[src/rtl/gray_ptr_sync.sv]
`default_nettype none
// ============================================================================
// Module      : gray_ptr_sync
// Description : Brings a Gray-coded pointer from a foreign clock domain into
//               clk through a plain flop chain, converts it to binary and
//               reports each advance as a one-cycle valid pulse with the
//               advance amount.  A Gray step that flips more than one bit is
//               flagged as an error (pulse plus sticky flag).
// Ports       : clk        - single rising-edge clock
//               rst        - asynchronous active-high reset
//               gray_in    - Gray pointer, asynchronous to clk
//               err_clr    - synchronous clear of err_sticky
//               gray_sync  - last synchronizer stage
//               binary_out - registered binary of gray_sync
//               valid_out  - one-cycle pulse when binary_out changes
//               delta      - binary_out advance (mod 2^WIDTH), valid with
//                            valid_out
//               err        - one-cycle pulse on a multi-bit Gray change
//               err_sticky - latched error flag
// Revision    : 1.0 - initial release
// ============================================================================
module gray_ptr_sync #(
    parameter int WIDTH       = 8,   // pointer width, >= 2
    parameter int SYNC_STAGES = 2    // synchronizer depth, >= 2
) (
    input  logic             clk,
    input  logic             rst,
    input  logic [WIDTH-1:0] gray_in,
    input  logic             err_clr,
    output logic [WIDTH-1:0] gray_sync,
    output logic [WIDTH-1:0] binary_out,
    output logic             valid_out,
    output logic [WIDTH-1:0] delta,
    output logic             err,
    output logic             err_sticky
);

    localparam logic [WIDTH-1:0] c_one = {{(WIDTH-1){1'b0}}, 1'b1};

    // ------------------------------------------------------------------
    // Synchronizer chain: nothing but flops between stages, so every bit
    // gets the full settling time of each stage.
    // ------------------------------------------------------------------
    logic [WIDTH-1:0] r_sync [SYNC_STAGES];

    always_ff @(posedge clk or posedge rst) begin
        if (rst) begin
            r_sync[0] <= '0;
        end else begin
            r_sync[0] <= gray_in;
        end
    end

    generate
        for (genvar s = 1; s < SYNC_STAGES; s++) begin : g_stage
            always_ff @(posedge clk or posedge rst) begin
                if (rst) begin
                    r_sync[s] <= '0;
                end else begin
                    r_sync[s] <= r_sync[s-1];
                end
            end
        end
    endgenerate

    assign gray_sync = r_sync[SYNC_STAGES-1];

    // ------------------------------------------------------------------
    // Gray to binary: bit i is the XOR of all Gray bits at or above i,
    // which is the reduction XOR of the value shifted down by i.
    // ------------------------------------------------------------------
    logic [WIDTH-1:0] w_bin;

    always_comb begin
        w_bin = '0;
        for (int i = 0; i < WIDTH; i++) begin
            w_bin[i] = ^(gray_sync >> i);
        end
    end

    // ------------------------------------------------------------------
    // Change / error detection against the previous synchronized value.
    // x & (x-1) clears the lowest set bit; a nonzero result means at
    // least two bits flipped in one step.
    // ------------------------------------------------------------------
    logic [WIDTH-1:0] r_gray_prev;
    logic [WIDTH-1:0] w_diff;
    logic             w_change;
    logic             w_multi;
    logic             w_err_next;

    assign w_diff     = gray_sync ^ r_gray_prev;
    assign w_change   = |w_diff;
    assign w_multi    = |(w_diff & (w_diff - c_one));
    assign w_err_next = w_change & w_multi;

    // ------------------------------------------------------------------
    // Output registers.  r_bin always equals the binary of r_gray_prev,
    // so the delta subtraction uses the value published last cycle.
    // ------------------------------------------------------------------
    logic [WIDTH-1:0] r_bin;
    logic [WIDTH-1:0] r_delta;
    logic             r_valid;
    logic             r_err;
    logic             r_err_sticky;

    always_ff @(posedge clk or posedge rst) begin
        if (rst) begin
            r_gray_prev <= '0;
            r_bin       <= '0;
            r_delta     <= '0;
            r_valid     <= 1'b0;
            r_err       <= 1'b0;
        end else begin
            r_gray_prev <= gray_sync;
            r_bin       <= w_bin;
            r_valid     <= w_change;
            r_err       <= w_err_next;
            if (w_change) begin
                r_delta <= w_bin - r_bin;
            end
        end
    end

    // The sticky flag sets alongside the err pulse and is held through the
    // cycle the pulse is visible, so a clear coinciding with err loses.
    always_ff @(posedge clk or posedge rst) begin
        if (rst) begin
            r_err_sticky <= 1'b0;
        end else if (w_err_next || r_err) begin
            r_err_sticky <= 1'b1;
        end else if (err_clr) begin
            r_err_sticky <= 1'b0;
        end
    end

    assign binary_out = r_bin;
    assign valid_out  = r_valid;
    assign delta      = r_delta;
    assign err        = r_err;
    assign err_sticky = r_err_sticky;

endmodule
`default_nettype wire

[config.mk]
export PLATFORM = sky130hd
export DESIGN_NAME = gray_ptr_sync
export DESIGN_NICKNAME = d
export VERILOG_FILES = /design/src/rtl/gray_ptr_sync.sv
export SDC_FILE = /design/constraint.sdc
export NUM_CORES = 1
export LEC_CHECK = 0
export CORE_MARGIN = 5
export CORE_UTILIZATION = 56
export CTS_BUF_LIST = sky130_fd_sc_hd__clkbuf_2
export CTS_CLUSTER_SIZE = 20
export DETAILED_ROUTE_END_ITERATION = 7
export PLACE_DENSITY_LB_ADDON = 0.05
export SYNTH_ARGS = -nofsm -noshare
export SYNTH_HDL_FRONTEND = slang
export SYNTH_SLANG_ARGS = --single-unit
export TNS_END_PERCENT = 5
[constraint.sdc]
create_clock -name clk -period 9.89 [get_ports clk]
set_input_delay 2.967 -clock clk [delete_from_list [all_inputs] [get_ports clk]]
set_output_delay 2.967 -clock clk [all_outputs]
set_load 0.005 [all_outputs]
==> metrics.txt, run 1 <==
# TYPE chip_impl_metric gauge
chip_impl_info{name="hold_path.startpoint",value="r_sync[11]"} 1
chip_impl_metric{name="post_synth_inst_count",unit=""} 139
chip_impl_metric{name="gp_routability_congestion",unit=""} 0.777
chip_impl_metric{name="tns",unit="ns"} 0
chip_impl_metric{name="cts_htree_levels",unit=""} 2
chip_impl_metric{name="synth_cell_types",unit=""} 29
chip_impl_metric{name="core_region_area",unit="mm^2"} 0.00305
chip_impl_metric{name="grt_pass1_vias",unit=""} 1065
chip_impl_metric{name="final_wirelength",unit="mm"} 2.83
chip_impl_metric{name="grt_pass1_wl",unit="mm"} 4.68
chip_impl_metric{name="worstSkewPairLatency",unit="ns"} 0.40
chip_impl_metric{name="dpl_cells",unit=""} 211
chip_impl_metric{name="max_cap_violations",unit=""} 0
chip_impl_metric{name="drt_first_iter_violations",unit=""} 33
chip_impl_metric{name="post-route-drc-count",unit=""} 0
chip_impl_metric{name="layout.cells.non_filler",unit=""} 219
chip_impl_metric{name="synth-seq-cells",unit=""} 42
chip_impl_info{name="slowest_stage",value="sky130_fd_sc_hd__clkdlybuf4s50_1"} 1
chip_impl_metric{name="hold-worst-slack",unit="ns"} 0.376
chip_impl_metric{name="synthesis.nets",unit=""} 158
chip_impl_metric{name="post_route_clock_skew",unit="ns"} 0.0131
chip_impl_metric{name="grt.total_usage",unit="%"} 14.8
chip_impl_metric{name="final.min_clock_period",unit="ns"} 4.45
chip_impl_metric{name="holdPathStages",unit=""} 0
chip_impl_info{name="top_cell_family_by_delay_on_the_critical_path",value="buffers and inverters"} 1
chip_impl_metric{name="dr_total_vias",unit=""} 1069
chip_impl_metric{name="avg_cell_area_syn",unit="um^2"} 12.9
chip_impl_metric{name="detail_route.vias_per_cell",unit=""} 4.88
chip_impl_metric{name="cp.arrival",unit="ns"} 1.48
chip_impl_info{name="cp_launch_type",value="register"} 1
chip_impl_metric{name="regToRegSetupSlack",unit="ns"} 6.31
chip_impl_metric{name="cts_hold_repair.buffers",unit=""} 0
chip_impl_metric{name="ys_seq_area_share",unit="%"} 58.7
chip_impl_metric{name="path_max_fanout",unit=""} 4
chip_impl_metric{name="post_cts_resized",unit=""} 0
chip_impl_metric{name="crit_path_max_incr_delay",unit="ns"} 0.56
chip_impl_metric{name="initial_core_util",unit="%"} 58.6
chip_impl_metric{name="clk_pin_slew_worst_paths",unit="ns"} 0.21
chip_impl_metric{name="io_buffers",unit=""} 37
chip_impl_info{name="cts_tree",value="yes"} 1
chip_impl_metric{name="routed_wire_length_per_instance",unit="um"} 12.9
chip_impl_info{name="cts_root_buffer",value="sky130_fd_sc_hd__clkbuf_2"} 1
chip_impl_metric{name="n_antenna_cell",unit=""} 0
chip_impl_metric{name="die-area",unit="mm^2"} 0.00443
chip_impl_metric{name="ff2ff_path_depth",unit=""} 14
chip_impl_metric{name="final_antenna_net_count",unit=""} 0
chip_impl_info{name="hold-path-endpoint",value="gray_sync[3]"} 1
chip_impl_metric{name="total_i_o_pin_count",unit=""} 38
chip_impl_metric{name="measured_slew_at_the_worst_slew_check_pin",unit="ns"} 0.499
chip_impl_metric{name="rows",unit=""} 20
chip_impl_metric{name="worst-endpoint-required",unit="ns"} 6.92
chip_impl_metric{name="die-height",unit="um"} 66.5
chip_impl_metric{name="maxSlewViolCount",unit=""} 0
chip_impl_info{name="timing_worst_setup_path_type",value="register to output port"} 1
chip_impl_metric{name="fill_cells",unit=""} 217
chip_impl_metric{name="total_area_of_multi_input_combinational_cells",unit="um^2"} 618
chip_impl_info{name="launching_point_of_the_worst_reg2reg_path",value="gray_sync[6]"} 1
chip_impl_metric{name="final-seq-area",unit="mm^2"} 0.00105
chip_impl_metric{name="fin_util",unit="%"} 72.5
chip_impl_metric{name="critPathBufInv",unit=""} 1
chip_impl_info{name="cp-end-kind",value="output port"} 1
chip_impl_metric{name="synth.cell_area",unit="mm^2"} 0.00179
chip_impl_metric{name="layout-drive-gt1-share",unit="%"} 10.3
chip_impl_metric{name="dpl.hpwl",unit="mm"} 2.10
chip_impl_metric{name="pin_count_of_the_biggest_net_entering_global_routing",unit=""} 43
chip_impl_metric{name="finalSetupViolations",unit=""} 0
chip_impl_metric{name="die_span_in_x",unit="um"} 66.5
chip_impl_metric{name="maxSlewHeadroom",unit="%"} 66.7
chip_impl_metric{name="overflow",unit=""} 0
chip_impl_metric{name="worst_ir_drop_vdd",unit="V"} 0.000108
chip_impl_metric{name="detailedRoute.firstPassIterationCount",unit=""} 4
chip_impl_metric{name="power_density_over_the_cells",unit="mW/mm^2"} 228
chip_impl_metric{name="final_min_period_over_clock_period",unit="%"} 45.0
chip_impl_metric{name="synthToLayoutAreaGrowth",unit="%"} 23.8
chip_impl_info{name="outcome",value="complete, no violations"} 1
chip_impl_metric{name="fin_nets",unit=""} 193
chip_impl_metric{name="report.final.hold_viol_count",unit=""} 0
chip_impl_metric{name="p_leak",unit="nW"} 0.971
chip_impl_metric{name="clock.fmax",unit="MHz"} 225
chip_impl_metric{name="cts_buffers",unit=""} 5
chip_impl_metric{name="clock_path_buffers",unit=""} 2
chip_impl_metric{name="grt_antenna_before_repair",unit=""} 0
chip_impl_metric{name="synth_warnings",unit=""} 0
chip_impl_info{name="worst_r2r_end",value="delta[6]"} 1
chip_impl_info{name="worst_hold_path_type",value="register to register"} 1
chip_impl_metric{name="cts_post_setup_buffers_inserted",unit=""} 0
chip_impl_info{name="grt_setup_unrepaired",value="no"} 1
chip_impl_metric{name="clock-sinks",unit=""} 42
chip_impl_info{name="worstPathCellList",value="clkdlybuf4s50_1"} 1
## worst max-delay path by stage
| stage | start | end | slack, ns | depth (start not counted) |
|---|---|---|---|---|
| 2_1_floorplan | rst | binary_out[0] | 5.95 | 1 |
| 3_3_place_gp | gray_sync[5] | gray_sync[5] | 5.90 | 1 |
| 3_5_place_dp | gray_sync[5] | gray_sync[5] | 5.89 | 1 |
| 4_1_cts | gray_sync[5] | gray_sync[5] | 5.40 | 1 |
| 5_1_grt | gray_sync[5] | gray_sync[5] | 5.35 | 1 |
| 6_report | gray_sync[5] | gray_sync[5] | 5.44 | 1 |
## synthesized netlist by cell type
cell type / n / area (um^2)
sky130_fd_sc_hd__a211o_1: 1 / 8.76
sky130_fd_sc_hd__a21boi_0: 1 / 7.51
sky130_fd_sc_hd__a21o_1: 2 / 15.0
sky130_fd_sc_hd__a21oi_1: 10 / 50.1
sky130_fd_sc_hd__a32oi_1: 1 / 8.76
sky130_fd_sc_hd__buf_4: 10 / 75.1
sky130_fd_sc_hd__dfrtp_1: 42 / 1050
sky130_fd_sc_hd__fa_1: 1 / 20.0
sky130_fd_sc_hd__ha_1: 7 / 87.6
sky130_fd_sc_hd__inv_1: 11 / 41.3
sky130_fd_sc_hd__inv_2: 1 / 3.75
sky130_fd_sc_hd__mux2_2: 2 / 22.5
sky130_fd_sc_hd__mux2_4: 1 / 15.0
sky130_fd_sc_hd__nand2_1: 4 / 15.0
sky130_fd_sc_hd__nand3_1: 4 / 20.0
sky130_fd_sc_hd__nor2_1: 9 / 33.8
sky130_fd_sc_hd__nor2b_1: 1 / 6.26
sky130_fd_sc_hd__nor4_1: 1 / 6.26
sky130_fd_sc_hd__o2111ai_1: 1 / 8.76
sky130_fd_sc_hd__o21a_1: 1 / 7.51
sky130_fd_sc_hd__o21ai_0: 1 / 5.00
sky130_fd_sc_hd__o21bai_1: 2 / 15.0
sky130_fd_sc_hd__o2bb2ai_1: 1 / 8.76
sky130_fd_sc_hd__or3_1: 1 / 6.26
sky130_fd_sc_hd__xnor2_1: 16 / 140
sky130_fd_sc_hd__xnor2_2: 1 / 16.3
sky130_fd_sc_hd__xnor2_4: 1 / 27.5
sky130_fd_sc_hd__xor2_1: 2 / 17.5
sky130_fd_sc_hd__xor2_2: 3 / 48.8
## metal layers
metal | share of wire (%) | vias to the layer above | global-route usage [%]
li1 | - | 522 | -
met1 | 41 | 507 | 16.1
met2 | 51 | 33 | 25.7
met3 | 6.2 | 7 | 4.05
met4 | 2.4 | 0 | 8.38
met5 | 0 | - | 0
## kinds of logic after synthesis
family,count (synthesis),share of synthesized area (%)
flops,42,58.7
xor+xnor,23,14.0
fa+ha+maj,8,6.01
buf+inv,22,6.71
mux,3,2.10
compound gates,21,7.55
simple gates,20,4.90
## through the flow
step                      instance area [um^2]  setup WS, ns  total power (W)
after floorplan                           1790          5.95         0.000337
after global placement                    2150          5.90         0.000405
after detailed placement                  2150          5.89         0.000412
after CTS                                 2210          5.40         0.000511
after global routing                      2210          5.35         0.000536
final                                     2210          5.44         0.000505
## report_power, final
part / switching, W / internal [W]
clock network: 0.0000539 / 0.0000438
logic: 0.0000786 / 0.000112
registers: 0.0000157 / 0.000201
total: 0.000148 / 0.000357
## cell usage in the layout (no fill, tap or decap), types with 2 or more instances in the layout
cell type	synthesis	routed
sky130_fd_sc_hd__a21o_1	2	2
sky130_fd_sc_hd__dfrtp_1	42	42
sky130_fd_sc_hd__inv_1	11	11
sky130_fd_sc_hd__nor2_1	9	9
sky130_fd_sc_hd__clkdlybuf4s50_1	0	37
sky130_fd_sc_hd__o21bai_1	2	2
sky130_fd_sc_hd__a21oi_1	10	10
sky130_fd_sc_hd__xor2_2	3	3
sky130_fd_sc_hd__clkbuf_2	0	6
sky130_fd_sc_hd__mux2_2	2	2
sky130_fd_sc_hd__ha_1	7	7
sky130_fd_sc_hd__nand2_1	4	4
sky130_fd_sc_hd__xor2_1	2	2
sky130_fd_sc_hd__xnor2_1	16	16
sky130_fd_sc_hd__nand3_1	4	4
## state kept, by name, summed over array words and instances, names as in the netlist
register,count
delta,8
r_gray_prev,7
err,1
r_sync,8
err_sticky,1
gray_sync,8
binary_out,8
valid_out,1
## area by class of cell
cell class,instances,share of cell area [%]
Sequential cell,42,47.5
Tap cell,44,2.49
Clock buffer,6,1.36
Clock inverter,2,1.69
Multi-Input combinational cell,75,27.9
Inverter,12,2.03
Timing Repair Buffer,38,17.1
Note: power is estimated with default switching activity, not from simulation.
==> inputs of run 2 (changes only) <==
CORE_UTILIZATION = 47   (was 56)
clock period = 4 ns   (was 9.89 ns; I/O delays follow)
==> metrics.txt, run 2 (synthesis results as in run 1) <==
# TYPE chip_impl_metric gauge
chip_impl_metric{name="die-area",unit="mm^2"} 0.00514
chip_impl_metric{name="critPathBufInv",unit=""} 1
chip_impl_metric{name="die-height",unit="um"} 71.7
chip_impl_metric{name="detail_route.vias_per_cell",unit=""} 4.73
chip_impl_metric{name="cp.arrival",unit="ns"} 3.75
chip_impl_info{name="cts_root_buffer",value="sky130_fd_sc_hd__clkbuf_2"} 1
chip_impl_metric{name="crit_path_max_incr_delay",unit="ns"} 0.48
chip_impl_metric{name="post_route_clock_skew",unit="ns"} 0.0242
chip_impl_info{name="cpMostUsedCell",value="sky130_fd_sc_hd__xor2_2"} 1
chip_impl_metric{name="final_wirelength",unit="mm"} 2.75
chip_impl_info{name="cts_tree",value="yes"} 1
chip_impl_metric{name="pin_count_of_the_biggest_net_entering_global_routing",unit=""} 43
chip_impl_metric{name="detailedRoute.firstPassIterationCount",unit=""} 4
chip_impl_metric{name="clk_pin_slew_worst_paths",unit="ns"} 0.20
chip_impl_metric{name="power_density_over_the_cells",unit="mW/mm^2"} 581
chip_impl_metric{name="drt_first_iter_violations",unit=""} 34
chip_impl_metric{name="layout-drive-gt1-share",unit="%"} 9.71
chip_impl_metric{name="grt.total_usage",unit="%"} 12.0
chip_impl_info{name="worstPathCellList",value="xor2_2, xnor2_4, xor2_2, xor2_2, xnor2_2, ha_1, inv_1, fa_1, a21o_1, a21oi_1, o21bai_1, a21oi_1, xnor2_1, mux2_2"} 1
chip_impl_metric{name="finalSetupViolations",unit=""} 0
chip_impl_metric{name="cts_buffers",unit=""} 5
chip_impl_metric{name="tns",unit="ns"} 0
chip_impl_metric{name="final_min_period_over_clock_period",unit="%"} 86.3
chip_impl_metric{name="total_i_o_pin_count",unit=""} 38
chip_impl_metric{name="fin_nets",unit=""} 193
chip_impl_metric{name="core_region_area",unit="mm^2"} 0.00369
chip_impl_metric{name="gp_routability_congestion",unit=""} 0.814
chip_impl_metric{name="grt_antenna_before_repair",unit=""} 0
chip_impl_metric{name="design_power_total",unit="W"} 0.00130
chip_impl_info{name="cp_launch_type",value="register"} 1
chip_impl_metric{name="grt_pass1_vias",unit=""} 1083
chip_impl_metric{name="rows",unit=""} 22
chip_impl_metric{name="final.min_clock_period",unit="ns"} 3.45
chip_impl_metric{name="clock-sinks",unit=""} 42
chip_impl_metric{name="measured_slew_at_the_worst_slew_check_pin",unit="ns"} 0.506
chip_impl_metric{name="clock.fmax",unit="MHz"} 290
chip_impl_metric{name="max_cap_violations",unit=""} 0
chip_impl_metric{name="io_buffers",unit=""} 37
chip_impl_metric{name="p_leak",unit="nW"} 0.982
chip_impl_info{name="commonest_non_fill_non_tap_cell_in_the_layout",value="sky130_fd_sc_hd__dfrtp_1"} 1
chip_impl_info{name="slowest_stage",value="sky130_fd_sc_hd__dfrtp_1"} 1
chip_impl_info{name="cp-end-kind",value="register"} 1
chip_impl_info{name="timing_worst_setup_path_type",value="register to register"} 1
chip_impl_metric{name="cts_hold_repair.buffers",unit=""} 0
chip_impl_info{name="outcome",value="complete, no violations"} 1
chip_impl_metric{name="final_antenna_net_count",unit=""} 0
chip_impl_metric{name="cts_htree_levels",unit=""} 2
chip_impl_metric{name="routed_wire_length_per_instance",unit="um"} 12.3
chip_impl_metric{name="report.final.hold_viol_count",unit=""} 0
chip_impl_metric{name="n_antenna_cell",unit=""} 0
chip_impl_metric{name="maxSlewHeadroom",unit="%"} 66.3
chip_impl_metric{name="worst_ir_drop_vdd",unit="V"} 0.000330
chip_impl_metric{name="post-route-drc-count",unit=""} 0
chip_impl_metric{name="dpl.hpwl",unit="mm"} 2.10
chip_impl_info{name="grt_setup_unrepaired",value="no"} 1
chip_impl_metric{name="worst-endpoint-required",unit="ns"} 4.29
chip_impl_metric{name="dr_total_vias",unit=""} 1055
chip_impl_metric{name="cts_post_setup_buffers_inserted",unit=""} 0
chip_impl_metric{name="overflow",unit=""} 0
chip_impl_metric{name="post_cts_resized",unit=""} 0
chip_impl_info{name="top_cell_family_by_delay_on_the_critical_path",value="XOR/XNOR gates"} 1
chip_impl_metric{name="initial_core_util",unit="%"} 48.5
chip_impl_metric{name="synthToLayoutAreaGrowth",unit="%"} 25.2
chip_impl_metric{name="path_max_fanout",unit=""} 4
chip_impl_metric{name="maxSlewViolCount",unit=""} 0
chip_impl_metric{name="grt_pass1_wl",unit="mm"} 4.71
chip_impl_info{name="commonest_non_fill_non_tap_cells_in_the_layout",value="42 x sky130_fd_sc_hd__dfrtp_1, 37 x sky130_fd_sc_hd__clkdlybuf4s50_1, 16 x sky130_fd_sc_hd__xnor2_1, 11 x sky130_fd_sc_hd__inv_1, 10 x sky130_fd_sc_hd__a21oi_1"} 1
chip_impl_metric{name="clock_path_buffers",unit=""} 2
chip_impl_metric{name="worstSkewPairLatency",unit="ns"} 0.38
chip_impl_info{name="worst_hold_path_type",value="register to register"} 1
chip_impl_metric{name="die_span_in_x",unit="um"} 71.7
-- run 2: cell count changes in the layout (fill, tap and decap cells not counted), sizes merged --
cell	change
bufinv	+1
clkinvlp	-1
clkinv	+1
clkbuf	-1
-- run 2: path summary, 6_finish.rpt --
path | from | endpoint | slack, ns | cells past startpoint
setup / recovery | gray_sync[6] | delta[6] | 0.55 | 14
hold / removal | r_sync[13] | gray_sync[5] | 0.37 | 0
max in group asynchronous | rst | r_gray_prev[6] | 2.43 | 3
hold reg to reg | r_sync[13] | gray_sync[5] | 0.37 | 0
setup reg to reg | gray_sync[6] | delta[6] | 0.55 | 14
min in group asynchronous | rst | r_sync[9] | 1.20 | 3
-- run 2: area by class of cell --
class                      count  area, um^2
multi-input combinational     75         618
timing repair buffer          38         378
fill                         329        1450
clock buffer                   5        25.0
inverter                      12        45.0
sequential                    42        1050
tap                           48        60.1
clock inverter                 3        63.8
-- run 2: routing by layer --
| layer | global-route usage (%) | share of wire [%] | wire length [um] | up-vias |
|---|---|---|---|---|
| met5 | 0 | 0 | 0 | - |
| met4 | 5.64 | 1.1 | 30 | 0 |
| met3 | 5.19 | 7.3 | 200 | 2 |
| met2 | 19.4 | 49 | 1350 | 29 |
| met1 | 13.8 | 43 | 1180 | 509 |
| li1 | - | - | - | 515 |
-- run 2: stage by stage --
step	std cells	setup slack, ns	hold WS (ns)	instance area (um^2)	utilization (%)
floorplan	139	0.793	0.331	1790	-
global placement	215	0.634	0.332	2150	58.3
detailed placement	215	0.503	0.336	2150	58.3
CTS	223	0.505	0.377	2240	60.8
global route	223	0.291	0.394	2240	60.8
finish	223	0.549	0.373	2240	60.8
-- run 2: worst register-to-register path: stages (launching register included) --
cell and delay [ns]:
sky130_fd_sc_hd__dfrtp_1 0.48, sky130_fd_sc_hd__xor2_2 0.32, sky130_fd_sc_hd__xnor2_4 0.19, sky130_fd_sc_hd__xor2_2 0.25, sky130_fd_sc_hd__xor2_2 0.31, sky130_fd_sc_hd__xnor2_2 0.17
sky130_fd_sc_hd__ha_1 0.21, sky130_fd_sc_hd__inv_1 0.06, sky130_fd_sc_hd__fa_1 0.40, sky130_fd_sc_hd__a21o_1 0.17, sky130_fd_sc_hd__a21oi_1 0.22, sky130_fd_sc_hd__o21bai_1 0.10
sky130_fd_sc_hd__a21oi_1 0.18, sky130_fd_sc_hd__xnor2_1 0.08, sky130_fd_sc_hd__mux2_2 0.25
-- run 2: power by group --
group	internal, W	switching [W]
Combinational	0.000275	0.000190
Sequential	0.000498	0.0000392
Clock	0.000166	0.000133
Total	0.000940	0.000362
==> inputs of run 3 (changes only) <==
CORE_ASPECT_RATIO = 1.4   (was unset)
==> metrics.txt, run 3 (synthesis results as in run 1) <==
# TYPE chip_impl_metric gauge
chip_impl_metric{name="final_antenna_net_count",unit=""} 0
chip_impl_info{name="worst_hold_path_type",value="register to register"} 1
chip_impl_metric{name="finalSetupViolations",unit=""} 0
chip_impl_info{name="cp-end-kind",value="register"} 1
chip_impl_info{name="launching_point_of_the_worst_reg2reg_path",value="gray_sync[6]"} 1
chip_impl_metric{name="dpl.hpwl",unit="mm"} 2.18
chip_impl_metric{name="tns",unit="ns"} 0
chip_impl_metric{name="routed_wire_length_per_instance",unit="um"} 12.8
chip_impl_metric{name="final.min_clock_period",unit="ns"} 3.43
chip_impl_metric{name="power_frac_seq",unit="%"} 41.3
chip_impl_metric{name="worst_ir_drop_vdd",unit="V"} 0.000348
chip_impl_metric{name="fin_util",unit="%"} 60.8
chip_impl_metric{name="clock-sinks",unit=""} 42
chip_impl_info{name="outcome",value="complete, no violations"} 1
chip_impl_metric{name="report.final.hold_viol_count",unit=""} 0
chip_impl_metric{name="post-route-drc-count",unit=""} 0
chip_impl_metric{name="fin_nets",unit=""} 193
chip_impl_metric{name="gp_routability_congestion",unit=""} 0.674
chip_impl_metric{name="grt_pass1_vias",unit=""} 1164
chip_impl_metric{name="path_max_fanout",unit=""} 4
chip_impl_metric{name="dr_total_vias",unit=""} 1037
chip_impl_metric{name="n_antenna_cell",unit=""} 0
chip_impl_info{name="hold-path-endpoint",value="gray_sync[2]"} 1
chip_impl_metric{name="total_i_o_pin_count",unit=""} 38
chip_impl_metric{name="holdPathStages",unit=""} 0
chip_impl_info{name="cts_tree",value="yes"} 1
chip_impl_info{name="commonest_non_fill_non_tap_cells_in_the_layout",value="42 x sky130_fd_sc_hd__dfrtp_1, 37 x sky130_fd_sc_hd__clkdlybuf4s50_1, 16 x sky130_fd_sc_hd__xnor2_1, 11 x sky130_fd_sc_hd__inv_1, 10 x sky130_fd_sc_hd__a21oi_1"} 1
chip_impl_metric{name="clock.fmax",unit="MHz"} 291
chip_impl_metric{name="post_route_clock_skew",unit="ns"} 0.00457
chip_impl_metric{name="cts_htree_levels",unit=""} 2
chip_impl_metric{name="final_wirelength",unit="mm"} 2.78
chip_impl_metric{name="maxSlewHeadroom",unit="%"} 66.3
chip_impl_metric{name="fill_cells",unit=""} 306
chip_impl_metric{name="initial_core_util",unit="%"} 48.7
chip_impl_metric{name="regToRegSetupSlack",unit="ns"} 0.57
chip_impl_info{name="cts_root_buffer",value="sky130_fd_sc_hd__clkbuf_2"} 1
chip_impl_metric{name="total_area_of_multi_input_combinational_cells",unit="um^2"} 618
chip_impl_metric{name="drt_first_iter_violations",unit=""} 28
chip_impl_info{name="hold_path.startpoint",value="r_sync[10]"} 1
chip_impl_metric{name="cts_buffers",unit=""} 5
chip_impl_metric{name="synthToLayoutAreaGrowth",unit="%"} 24.8
chip_impl_info{name="cp_launch_type",value="register"} 1
chip_impl_metric{name="grt_antenna_before_repair",unit=""} 0
chip_impl_metric{name="rows",unit=""} 26
chip_impl_metric{name="power_density_over_the_cells",unit="mW/mm^2"} 582
chip_impl_metric{name="cp.arrival",unit="ns"} 3.73
chip_impl_metric{name="cts_post_setup_buffers_inserted",unit=""} 0
chip_impl_metric{name="p_sw_share",unit="%"} 27.7
chip_impl_metric{name="detail_route.vias_per_cell",unit=""} 4.78
chip_impl_metric{name="die_span_in_x",unit="um"} 62.1
chip_impl_metric{name="final-seq-area",unit="mm^2"} 0.00105
chip_impl_metric{name="p_leak",unit="nW"} 0.982
chip_impl_info{name="timing_worst_setup_path_type",value="register to register"} 1
chip_impl_metric{name="clock_path_buffers",unit=""} 2
chip_impl_metric{name="layout.cell_area.non_filler",unit="mm^2"} 0.00223
chip_impl_metric{name="grt.total_usage",unit="%"} 12.2
chip_impl_metric{name="io_buffers",unit=""} 37
chip_impl_info{name="commonest_non_fill_non_tap_cell_in_the_layout",value="sky130_fd_sc_hd__dfrtp_1"} 1
chip_impl_metric{name="maxSlewViolCount",unit=""} 0
chip_impl_metric{name="clockPowerShare",unit="%"} 22.9
chip_impl_metric{name="clk_pin_slew_worst_paths",unit="ns"} 0.20
chip_impl_metric{name="core_region_area",unit="mm^2"} 0.00368
chip_impl_metric{name="final_min_period_over_clock_period",unit="%"} 85.8
chip_impl_info{name="grt_setup_unrepaired",value="no"} 1
chip_impl_metric{name="placed_cell_area",unit="mm^2"} 0.00214
chip_impl_metric{name="die-height",unit="um"} 83.0
chip_impl_metric{name="grt_pass1_wl",unit="mm"} 5.05
chip_impl_metric{name="overflow",unit=""} 0
chip_impl_metric{name="die-area",unit="mm^2"} 0.00516
chip_impl_info{name="worst_r2r_end",value="delta[6]"} 1
chip_impl_metric{name="detailedRoute.firstPassIterationCount",unit=""} 4
chip_impl_metric{name="cts_hold_repair.buffers",unit=""} 0
chip_impl_metric{name="post_cts_resized",unit=""} 0
chip_impl_metric{name="switching_power",unit="W"} 0.000361
chip_impl_metric{name="pin_count_of_the_biggest_net_entering_global_routing",unit=""} 43
chip_impl_metric{name="hold-worst-slack",unit="ns"} 0.375
chip_impl_metric{name="worst-endpoint-required",unit="ns"} 4.30
chip_impl_metric{name="design_power_total",unit="W"} 0.00130
chip_impl_metric{name="share_comb_of_total_power",unit="%"} 35.9
chip_impl_metric{name="power_report.internal_total",unit="W"} 0.000940
chip_impl_metric{name="layout-drive-gt1-share",unit="%"} 9.71
chip_impl_metric{name="worstSkewPairLatency",unit="ns"} 0.38
chip_impl_metric{name="measured_slew_at_the_worst_slew_check_pin",unit="ns"} 0.505
chip_impl_metric{name="ff2ff_path_depth",unit=""} 14
chip_impl_metric{name="max_cap_violations",unit=""} 0
-- run 3: critical path, cell delays in order (launching register included) --
cell	delay, ns
sky130_fd_sc_hd__dfrtp_1	0.48
sky130_fd_sc_hd__xor2_2	0.32
sky130_fd_sc_hd__xnor2_4	0.19
sky130_fd_sc_hd__xor2_2	0.25
sky130_fd_sc_hd__xor2_2	0.30
sky130_fd_sc_hd__xnor2_2	0.16
sky130_fd_sc_hd__ha_1	0.19
sky130_fd_sc_hd__inv_1	0.05
sky130_fd_sc_hd__fa_1	0.40
sky130_fd_sc_hd__a21o_1	0.17
sky130_fd_sc_hd__a21oi_1	0.22
sky130_fd_sc_hd__o21bai_1	0.09
sky130_fd_sc_hd__a21oi_1	0.19
sky130_fd_sc_hd__xnor2_1	0.08
sky130_fd_sc_hd__mux2_2	0.25
-- run 3: layout make-up --
type,instances,area share [%]
sequential,42,47.1
multi-input combinational,75,27.7
timing repair buffer,38,16.9
clock inverter,3,2.86
tap,42,2.35
inverter,12,2.02
clock buffer,5,1.12
-- run 3: how the worst max path moves through the flow --
stage | start | endpoint
floorplan | gray_sync[6] | delta[6]
global placement | gray_sync[6] | delta[6]
detailed placement | gray_sync[6] | delta[6]
CTS | gray_sync[6] | delta[6]
global route | gray_sync[6] | delta[6]
finish | gray_sync[6] | delta[6]
-- run 3: metal layers --
metal / up-vias / part of all wire, % / GRT usage (%) / wire [um]
met4: 0 / 2.7 / 5.72 / 76
li1: 512 / - / - / -
met5: - / 0 / 0 / 0
met2: 32 / 53 / 21.5 / 1470
met3: 7 / 6.3 / 4.46 / 175
met1: 486 / 38 / 12.6 / 1060
-- run 3: through the flow --
step / setup WS [ns] / cells
after global placement: 0.634 / 209
after detailed placement: 0.520 / 209
after CTS: 0.484 / 217
after global routing: 0.305 / 217
final: 0.568 / 217
after floorplan: 0.793 / 139
-- run 3: power by group through the flow --
stage               registers, W  clock network (W)  logic (W)
CTS                     0.000540           0.000310   0.000479
global placement        0.000545                  0   0.000466
global route            0.000549           0.000324   0.000528
detailed placement      0.000549                  0   0.000476
floorplan               0.000549                  0   0.000285
finish                  0.000537           0.000297   0.000466
